==> src/rtl/load_store_unit_if.sv <==
// Data-memory bus between the load/store unit (master) and the memory (slave).
// The master holds a request until the slave answers with dmem_ready.
interface load_store_unit_if;
  logic        dmem_req;
  logic        dmem_we;
  logic [31:0] dmem_addr;
  logic [31:0] dmem_wdata;
  logic [3:0]  dmem_be;
  logic        dmem_ready;
  logic [31:0] dmem_rdata;

  modport master (
    output dmem_req,
    output dmem_we,
    output dmem_addr,
    output dmem_wdata,
    output dmem_be,
    input  dmem_ready,
    input  dmem_rdata
  );

  modport slave (
    input  dmem_req,
    input  dmem_we,
    input  dmem_addr,
    input  dmem_wdata,
    input  dmem_be,
    output dmem_ready,
    output dmem_rdata
  );
endinterface

==> src/rtl/load_store_unit.sv <==
// Load/store unit: passes non-memory results straight to writeback one cycle
// later, and runs loads/stores as a single held request on the dmem bus.
// Optional feature macro LSU_MISALIGN_TRAP_EN: refuse misaligned accesses and
// pulse misalign_err instead; when undefined misalign_err is tied low.
module load_store_unit (
  input  logic              clk,
  input  logic              rst,
  input  logic              ex_valid,
  input  logic              ex_is_load,
  input  logic              ex_is_store,
  input  logic [2:0]        ex_funct3,
  input  logic [31:0]       ALU_OUT,
  input  logic [31:0]       store_data,
  input  logic [4:0]        rd_in,
  input  logic              flush,
  load_store_unit_if.master dmem,
  output logic              wb_valid,
  output logic [31:0]       wb_data,
  output logic [4:0]        wb_rd,
  output logic              lsu_stall,
  output logic              misalign_err
);

  localparam logic [0:0] StIdle = 1'b0;
  localparam logic [0:0] StBusy = 1'b1;

  localparam logic [1:0] SzByte = 2'd0;
  localparam logic [1:0] SzHalf = 2'd1;
  localparam logic [1:0] SzWord = 2'd2;

`ifdef LSU_MISALIGN_TRAP_EN
  localparam bit TrapEn = 1'b1;
`else
  localparam bit TrapEn = 1'b0;
`endif

  logic [0:0]  state_q, state_d;
  logic        we_q, we_d;
  logic [31:0] addr_q, addr_d;
  logic [3:0]  be_q, be_d;
  logic [31:0] wdata_q, wdata_d;
  logic [1:0]  off_q, off_d;
  logic [1:0]  sz_q, sz_d;
  logic        sext_q, sext_d;
  logic [4:0]  rd_q, rd_d;
  logic        wb_valid_q, wb_valid_d;
  logic [31:0] wb_data_q, wb_data_d;
  logic [4:0]  wb_rd_q, wb_rd_d;

  logic        accept;
  logic        mem_op;
  logic [1:0]  req_sz;
  logic [1:0]  req_off;
  logic        misaligned;
  logic [3:0]  req_be;
  logic [31:0] req_wdata;
  logic [15:0] ld_shift;
  logic [31:0] ld_data;

  assign accept  = (state_q == StIdle) && ex_valid && !flush;
  assign mem_op  = ex_is_load || ex_is_store;
  assign req_off = ALU_OUT[1:0];

  // Decode access size, alignment, lane enables and replicated store data.
  always_comb begin
    req_sz    = SzWord;
    req_be    = 4'b1111;
    req_wdata = store_data;
    if (ex_is_store) begin
      // Unknown store encodings fall back to a full word.
      case (ex_funct3)
        3'b000:  req_sz = SzByte;
        3'b001:  req_sz = SzHalf;
        default: req_sz = SzWord;
      endcase
    end else begin
      // Bit 2 only selects zero-extension for loads.
      case (ex_funct3[1:0])
        2'b00:   req_sz = SzByte;
        2'b01:   req_sz = SzHalf;
        default: req_sz = SzWord;
      endcase
    end
    misaligned = ((req_sz == SzHalf) && req_off[0]) ||
                 ((req_sz == SzWord) && (req_off != 2'b00));
    case (req_sz)
      SzByte: begin
        req_be    = 4'b0001 << req_off;
        req_wdata = {4{store_data[7:0]}};
      end
      SzHalf: begin
        req_be    = 4'b0011 << req_off;
        req_wdata = {2{store_data[15:0]}};
      end
      default: begin
        req_be    = 4'b1111;
        req_wdata = store_data;
      end
    endcase
  end

  // Extract and extend the addressed lane; lanes past the word read as zero.
  always_comb begin
    ld_shift = 16'(dmem.dmem_rdata >> {off_q, 3'b000});
    case (sz_q)
      SzByte:  ld_data = {{24{sext_q & ld_shift[7]}}, ld_shift[7:0]};
      SzHalf:  ld_data = {{16{sext_q & ld_shift[15]}}, ld_shift};
      default: ld_data = dmem.dmem_rdata;
    endcase
  end

  // Next-state: accept in IDLE, hold the request in BUSY until ready.
  always_comb begin
    state_d    = state_q;
    we_d       = we_q;
    addr_d     = addr_q;
    be_d       = be_q;
    wdata_d    = wdata_q;
    off_d      = off_q;
    sz_d       = sz_q;
    sext_d     = sext_q;
    rd_d       = rd_q;
    wb_valid_d = 1'b0;
    wb_data_d  = wb_data_q;
    wb_rd_d    = wb_rd_q;
    case (state_q)
      StIdle: begin
        if (accept) begin
          if (!mem_op) begin
            wb_valid_d = 1'b1;
            wb_data_d  = ALU_OUT;
            wb_rd_d    = rd_in;
          end else if (!(TrapEn && misaligned)) begin
            state_d = StBusy;
            we_d    = ex_is_store;
            addr_d  = {ALU_OUT[31:2], 2'b00};
            be_d    = req_be;
            wdata_d = req_wdata;
            off_d   = req_off;
            sz_d    = req_sz;
            sext_d  = !ex_funct3[2];
            rd_d    = rd_in;
          end
        end
      end
      default: begin
        if (dmem.dmem_ready) begin
          state_d = StIdle;
          if (!we_q) begin
            wb_valid_d = 1'b1;
            wb_data_d  = ld_data;
            wb_rd_d    = rd_q;
          end
        end
      end
    endcase
  end

  // State registers with synchronous reset.
  always_ff @(posedge clk) begin
    if (rst) begin
      state_q    <= StIdle;
      we_q       <= 1'b0;
      addr_q     <= '0;
      be_q       <= '0;
      wdata_q    <= '0;
      off_q      <= '0;
      sz_q       <= SzByte;
      sext_q     <= 1'b0;
      rd_q       <= '0;
      wb_valid_q <= 1'b0;
      wb_data_q  <= '0;
      wb_rd_q    <= '0;
    end else begin
      state_q    <= state_d;
      we_q       <= we_d;
      addr_q     <= addr_d;
      be_q       <= be_d;
      wdata_q    <= wdata_d;
      off_q      <= off_d;
      sz_q       <= sz_d;
      sext_q     <= sext_d;
      rd_q       <= rd_d;
      wb_valid_q <= wb_valid_d;
      wb_data_q  <= wb_data_d;
      wb_rd_q    <= wb_rd_d;
    end
  end

`ifdef LSU_MISALIGN_TRAP_EN
  logic misalign_q, misalign_d;

  // A refused misaligned op raises the flag for exactly one cycle.
  always_comb begin
    misalign_d = accept && mem_op && misaligned;
  end

  // Trap flag register.
  always_ff @(posedge clk) begin
    if (rst) misalign_q <= 1'b0;
    else     misalign_q <= misalign_d;
  end

  assign misalign_err = misalign_q;
`else
  assign misalign_err = 1'b0;
`endif

  assign dmem.dmem_req   = (state_q == StBusy);
  assign dmem.dmem_we    = we_q;
  assign dmem.dmem_addr  = addr_q;
  assign dmem.dmem_be    = be_q;
  assign dmem.dmem_wdata = wdata_q;
  assign lsu_stall       = (state_q == StBusy);
  assign wb_valid        = wb_valid_q;
  assign wb_data         = wb_data_q;
  assign wb_rd           = wb_rd_q;

endmodule
==> src/flat_wrapper.sv <==
// flat-port wrapper written by rule: the top's interface ports become plain ports
module load_store_unit_flat 
  (clk, rst, ex_valid, ex_is_load, ex_is_store, ex_funct3, ALU_OUT, store_data, rd_in, flush, wb_valid, wb_data, wb_rd, lsu_stall, misalign_err, dmem_dmem_req, dmem_dmem_we, dmem_dmem_addr, dmem_dmem_wdata, dmem_dmem_be, dmem_dmem_ready, dmem_dmem_rdata);
  load_store_unit_if dmem_i ();
  input  logic clk;
  input  logic rst;
  input  logic ex_valid;
  input  logic ex_is_load;
  input  logic ex_is_store;
  input  logic [2:0] ex_funct3;
  input  logic [31:0] ALU_OUT;
  input  logic [31:0] store_data;
  input  logic [4:0] rd_in;
  input  logic flush;
  output logic wb_valid;
  output logic [31:0] wb_data;
  output logic [4:0] wb_rd;
  output logic lsu_stall;
  output logic misalign_err;
  output wire logic [$bits(dmem_i.dmem_req)-1:0] dmem_dmem_req;
  output wire logic [$bits(dmem_i.dmem_we)-1:0] dmem_dmem_we;
  output wire logic [$bits(dmem_i.dmem_addr)-1:0] dmem_dmem_addr;
  output wire logic [$bits(dmem_i.dmem_wdata)-1:0] dmem_dmem_wdata;
  output wire logic [$bits(dmem_i.dmem_be)-1:0] dmem_dmem_be;
  input wire logic [$bits(dmem_i.dmem_ready)-1:0] dmem_dmem_ready;
  input wire logic [$bits(dmem_i.dmem_rdata)-1:0] dmem_dmem_rdata;
  assign dmem_dmem_req = dmem_i.dmem_req;
  assign dmem_dmem_we = dmem_i.dmem_we;
  assign dmem_dmem_addr = dmem_i.dmem_addr;
  assign dmem_dmem_wdata = dmem_i.dmem_wdata;
  assign dmem_dmem_be = dmem_i.dmem_be;
  assign dmem_i.dmem_ready = dmem_dmem_ready;
  assign dmem_i.dmem_rdata = dmem_dmem_rdata;
  load_store_unit u_core (.clk(clk), .rst(rst), .ex_valid(ex_valid), .ex_is_load(ex_is_load), .ex_is_store(ex_is_store), .ex_funct3(ex_funct3), .ALU_OUT(ALU_OUT), .store_data(store_data), .rd_in(rd_in), .flush(flush), .dmem(dmem_i), .wb_valid(wb_valid), .wb_data(wb_data), .wb_rd(wb_rd), .lsu_stall(lsu_stall), .misalign_err(misalign_err));
endmodule
==> config.mk <==
export PLATFORM = sky130hd
export DESIGN_NAME = load_store_unit_flat
export DESIGN_NICKNAME = d
export VERILOG_FILES = /design/src/rtl/load_store_unit_if.sv /design/src/rtl/load_store_unit.sv /design/src/flat_wrapper.sv
export SDC_FILE = /design/constraint.sdc
export NUM_CORES = 1
export LEC_CHECK = 0
export CORE_ASPECT_RATIO = 1.1
export CORE_MARGIN = 2
export CORE_UTILIZATION = 40
export CTS_CLUSTER_DIAMETER = 200
export DETAILED_ROUTE_END_ITERATION = 12
export GPL_ROUTABILITY_DRIVEN = 0
export MAX_ROUTING_LAYER = met4
export PLACE_DENSITY = 0.76
export REMOVE_ABC_BUFFERS = 1
export SKIP_LAST_GASP = 1
export SLEW_MARGIN = 25
export SYNTH_ARGS = -nofsm -noshare
export SYNTH_HDL_FRONTEND = slang
export SYNTH_SLANG_ARGS = --single-unit
==> constraint.sdc <==
create_clock -name clk -period 3.1 [get_ports clk]
set_clock_uncertainty 0.2 [all_clocks]
set_input_delay 0.31 -clock clk [delete_from_list [all_inputs] [get_ports clk]]
set_output_delay 0.31 -clock clk [all_outputs]
set_load 0.05 [all_outputs]
==> reports/qor.csv <==
metric,value,unit
Yosys warnings,0,
family with the most delay on the worst path,compound AO/OA/AOI/OAI gates,
port bufs,217,
Lkg Pwr,2.79,nW
clk root buf,clkbuf_16,
DP HPWL,13.1,mm
Filler cells,1083,
FF-to-FF setup slack,650,ps
"commonest non-fill, non-tap cell in the layout",clkdlybuf4s50_1,
"commonest non-fill, non-tap cells in the layout","clkdlybuf4s50_1 (216), nand2_1 (141), dfxtp_1 (115)",
Post-CTS Hold Buffers,0,
pwr/cell area,565,nW/um^2
wire per inst,18.4,um
status,"finished, final reports clean",
area of the multi-input gates,2620,sq um
Layout Utilization,0.635,
DIE WIDTH,113,um
diode count,0,
sequential area share after synthesis,0.442,
startpoint types,flop,
max_cap viols,0,
grt total ovfl,0,
maximum VDD drop,349,uV
# IOs,221,
setup ws final,649,ps
Gate Count Post-Synth,630,
worst-path maximum fanout,26,
DRC,0,
die height,124,um
post-route clock period utilization,0.791,
vias per cell,5.61,
Hold WS,214,ps
Worst Min Path Start,rst,
Final Max Slew Viols,0,
post-CTS resize count,0,
count of final setup violators,0,
r2r worst-path depth,5,
Die Area,14100,sq um
CP max stage cell,o21a_1,
Core Area,12700,sq um
dpl ws,273,ps
Hold Fails Final Rpt,0,
worst-skew pair later-pin latency,410,ps
library cells used by synthesis,42,
#FFs+latches synth,116,
initial antenna violation count,0,
relative slew slack,0.400,
H-tree Lvls,4,
CP Cell Sequence,nand3b_1 > o21a_1 > buf_4 > nand2_1 > a221oi_1,
drt initial violations,374,
"CTS clk-pin slew, worst paths",50,ps
Worst EP arrival,2560,ps
WHS Endpoint,u_core.wb_data[15],
Sink Count,116,
Hold Crit Depth,4,
CP Capture Type,flop,
WL final,18.1,mm
row count,43,
final cell count without fillers,987,
area delta synth->final,53.3,%
worst slew pin tran,899,ps
crit path buf inv count,1,
Initial Util,0.414,
largest net degree at the start of global routing,116,
Highest Clock Rate,408,MHz
Placed Cells incl. Taps,957,
Netlist Area Pre-Place,5260,sq um
min cycle time layout,2450,ps
syn avg cell area,8.35,sq um
fraction of layout cells with a size suffix above 1,0.0735,
Tot GR Track Use,0.260,
via count,5542,
first-pass GRT wire length,27.9,mm
critical path's largest stage delay,770,ps
Placed Area,7460,sq um
Final #Nets,930,
WS Path Type,flop to flop,
Finished Cell Area,8060,sq um
CTS Buffer Depth,2,
min-delay worst type,input pin to flop,
FF-to-FF End,u_core.wb_data[24],
ANT nets after route,0,
vias in the first global route,5548,
Crit path required time,3210,ps
post-CTS setup buffer count,0,
drt first pass iters,6,
RSZ-0062 raised after global routing,false,
Reg area,2320,sq um
CTS tree,done,
TritonCTS Buffers,17,
r2r startpoint,u_core.dmem.dmem_we,
-- area by class of cell --
type / instances / share of cell area
Multi-Input combinational cell: 450 / 0.325
Sequential cell: 116 / 0.288
Timing Repair Buffer: 230 / 0.286
Clock buffer: 19 / 0.0550
Tap cell: 157 / 0.0244
Clock inverter: 11 / 0.0199
Inverter: 4 / 0.00186
-- synthesized netlist by cell type --
cell | number | area share
nor3_1 | 8 | 0.0076
or2_2 | 1 | 0.0012
a211o_1 | 1 | 0.0017
o21ai_0 | 25 | 0.024
inv_1 | 2 | 0.0014
nand3_1 | 2 | 0.0019
a22oi_1 | 1 | 0.0014
and2_1 | 1 | 0.0012
clkinv_1 | 2 | 0.0014
a21o_1 | 1 | 0.0014
clkbuf_1 | 31 | 0.022
nand3b_1 | 2 | 0.0029
a211oi_1 | 30 | 0.043
a21oi_4 | 1 | 0.0031
buf_4 | 9 | 0.013
nor3b_1 | 2 | 0.0029
nand2_1 | 142 | 0.10
buf_1 | 4 | 0.0029
a221oi_1 | 23 | 0.038
o41ai_2 | 1 | 0.0031
nor2_1 | 47 | 0.034
a221oi_2 | 1 | 0.0029
a32o_1 | 7 | 0.013
nor2b_1 | 4 | 0.0048
o211ai_1 | 10 | 0.014
a21oi_1 | 73 | 0.069
nand2b_1 | 3 | 0.0036
clkbuf_2 | 1 | 0.00095
buf_6 | 5 | 0.011
o211a_1 | 2 | 0.0038
o22a_1 | 7 | 0.012
mux2_2 | 7 | 0.015
mux4_2 | 1 | 0.0043
conb_1 | 1 | 0.00071
o221ai_1 | 7 | 0.012
or3b_4 | 1 | 0.0021
mux2i_1 | 32 | 0.061
buf_2 | 12 | 0.011
o21a_1 | 1 | 0.0014
o21ai_4 | 1 | 0.0031
dfxtp_1 | 116 | 0.44
a311oi_1 | 2 | 0.0033
-- worst min-delay path: cells and delay by family --
family	cells	cell delay, ps
buffers and inverters	2	320
and+or+nand+nor	1	120
AOI/OAI and AO/OA	1	50
-- cell families after synthesis --
| family | share of synthesized area |
|---|---|
| other | 0.000713 |
| buffers and inverters | 0.0638 |
| AOI/OAI and AO/OA | 0.251 |
| and+or+nand+nor | 0.163 |
| DFF | 0.442 |
| muxes | 0.0802 |
-- state kept, by name, summed over array words and instances, names as in the netlist --
name,cells
u_core.wb_data,32
u_core.rd_q,5
u_core.wb_rd,5
u_core.sext_q,1
u_core.sz_q,2
u_core.dmem.dmem_addr,30
u_core.off_q,2
u_core.dmem.dmem_req,1
u_core.dmem.dmem_we,1
u_core.wb_valid,1
u_core.dmem.dmem_wdata,32
u_core.dmem.dmem_be,4
-- power by group --
group          total [mW]  internal [mW]  switching [mW]
sequential           1.62           1.57          0.0471
clock                2.03           1.35           0.685
combinational       0.903          0.360           0.543
-- how the worst max path moves through the flow --
stage,from,to,cells past startpoint
6_report,u_core.dmem.dmem_we,u_core.wb_data[24],5
5_1_grt,u_core.dmem.dmem_we,u_core.wb_data[19],5
4_1_cts,u_core.dmem.dmem_we,u_core.wb_data[19],5
3_5_place_dp,ex_is_store,u_core.wb_data[19],6
3_3_place_gp,ex_is_store,u_core.wb_data[27],6
2_1_floorplan,u_core.dmem.dmem_req,u_core.dmem.dmem_be[1],4
-- stage by stage --
stage	total power, mW	TNS, ps
finish	4.55	0
floorplan	2.12	-63500
global placement	2.53	0
CTS	4.58	0
global route	4.71	0
detailed placement	2.54	0
-- per-layer routing --
metal / part of all wire / track usage / up-vias / wire (um)
met4: 0.042 / 0.134 / 0 / 756
met3: 0.091 / 0.0936 / 60 / 1660
li1: - / - / 2618 / -
met2: 0.48 / 0.428 / 259 / 8790
met5: 0 / - / - / 0
met1: 0.38 / 0.273 / 2605 / 6920
Note: power is estimated with default switching activity, not from simulation.
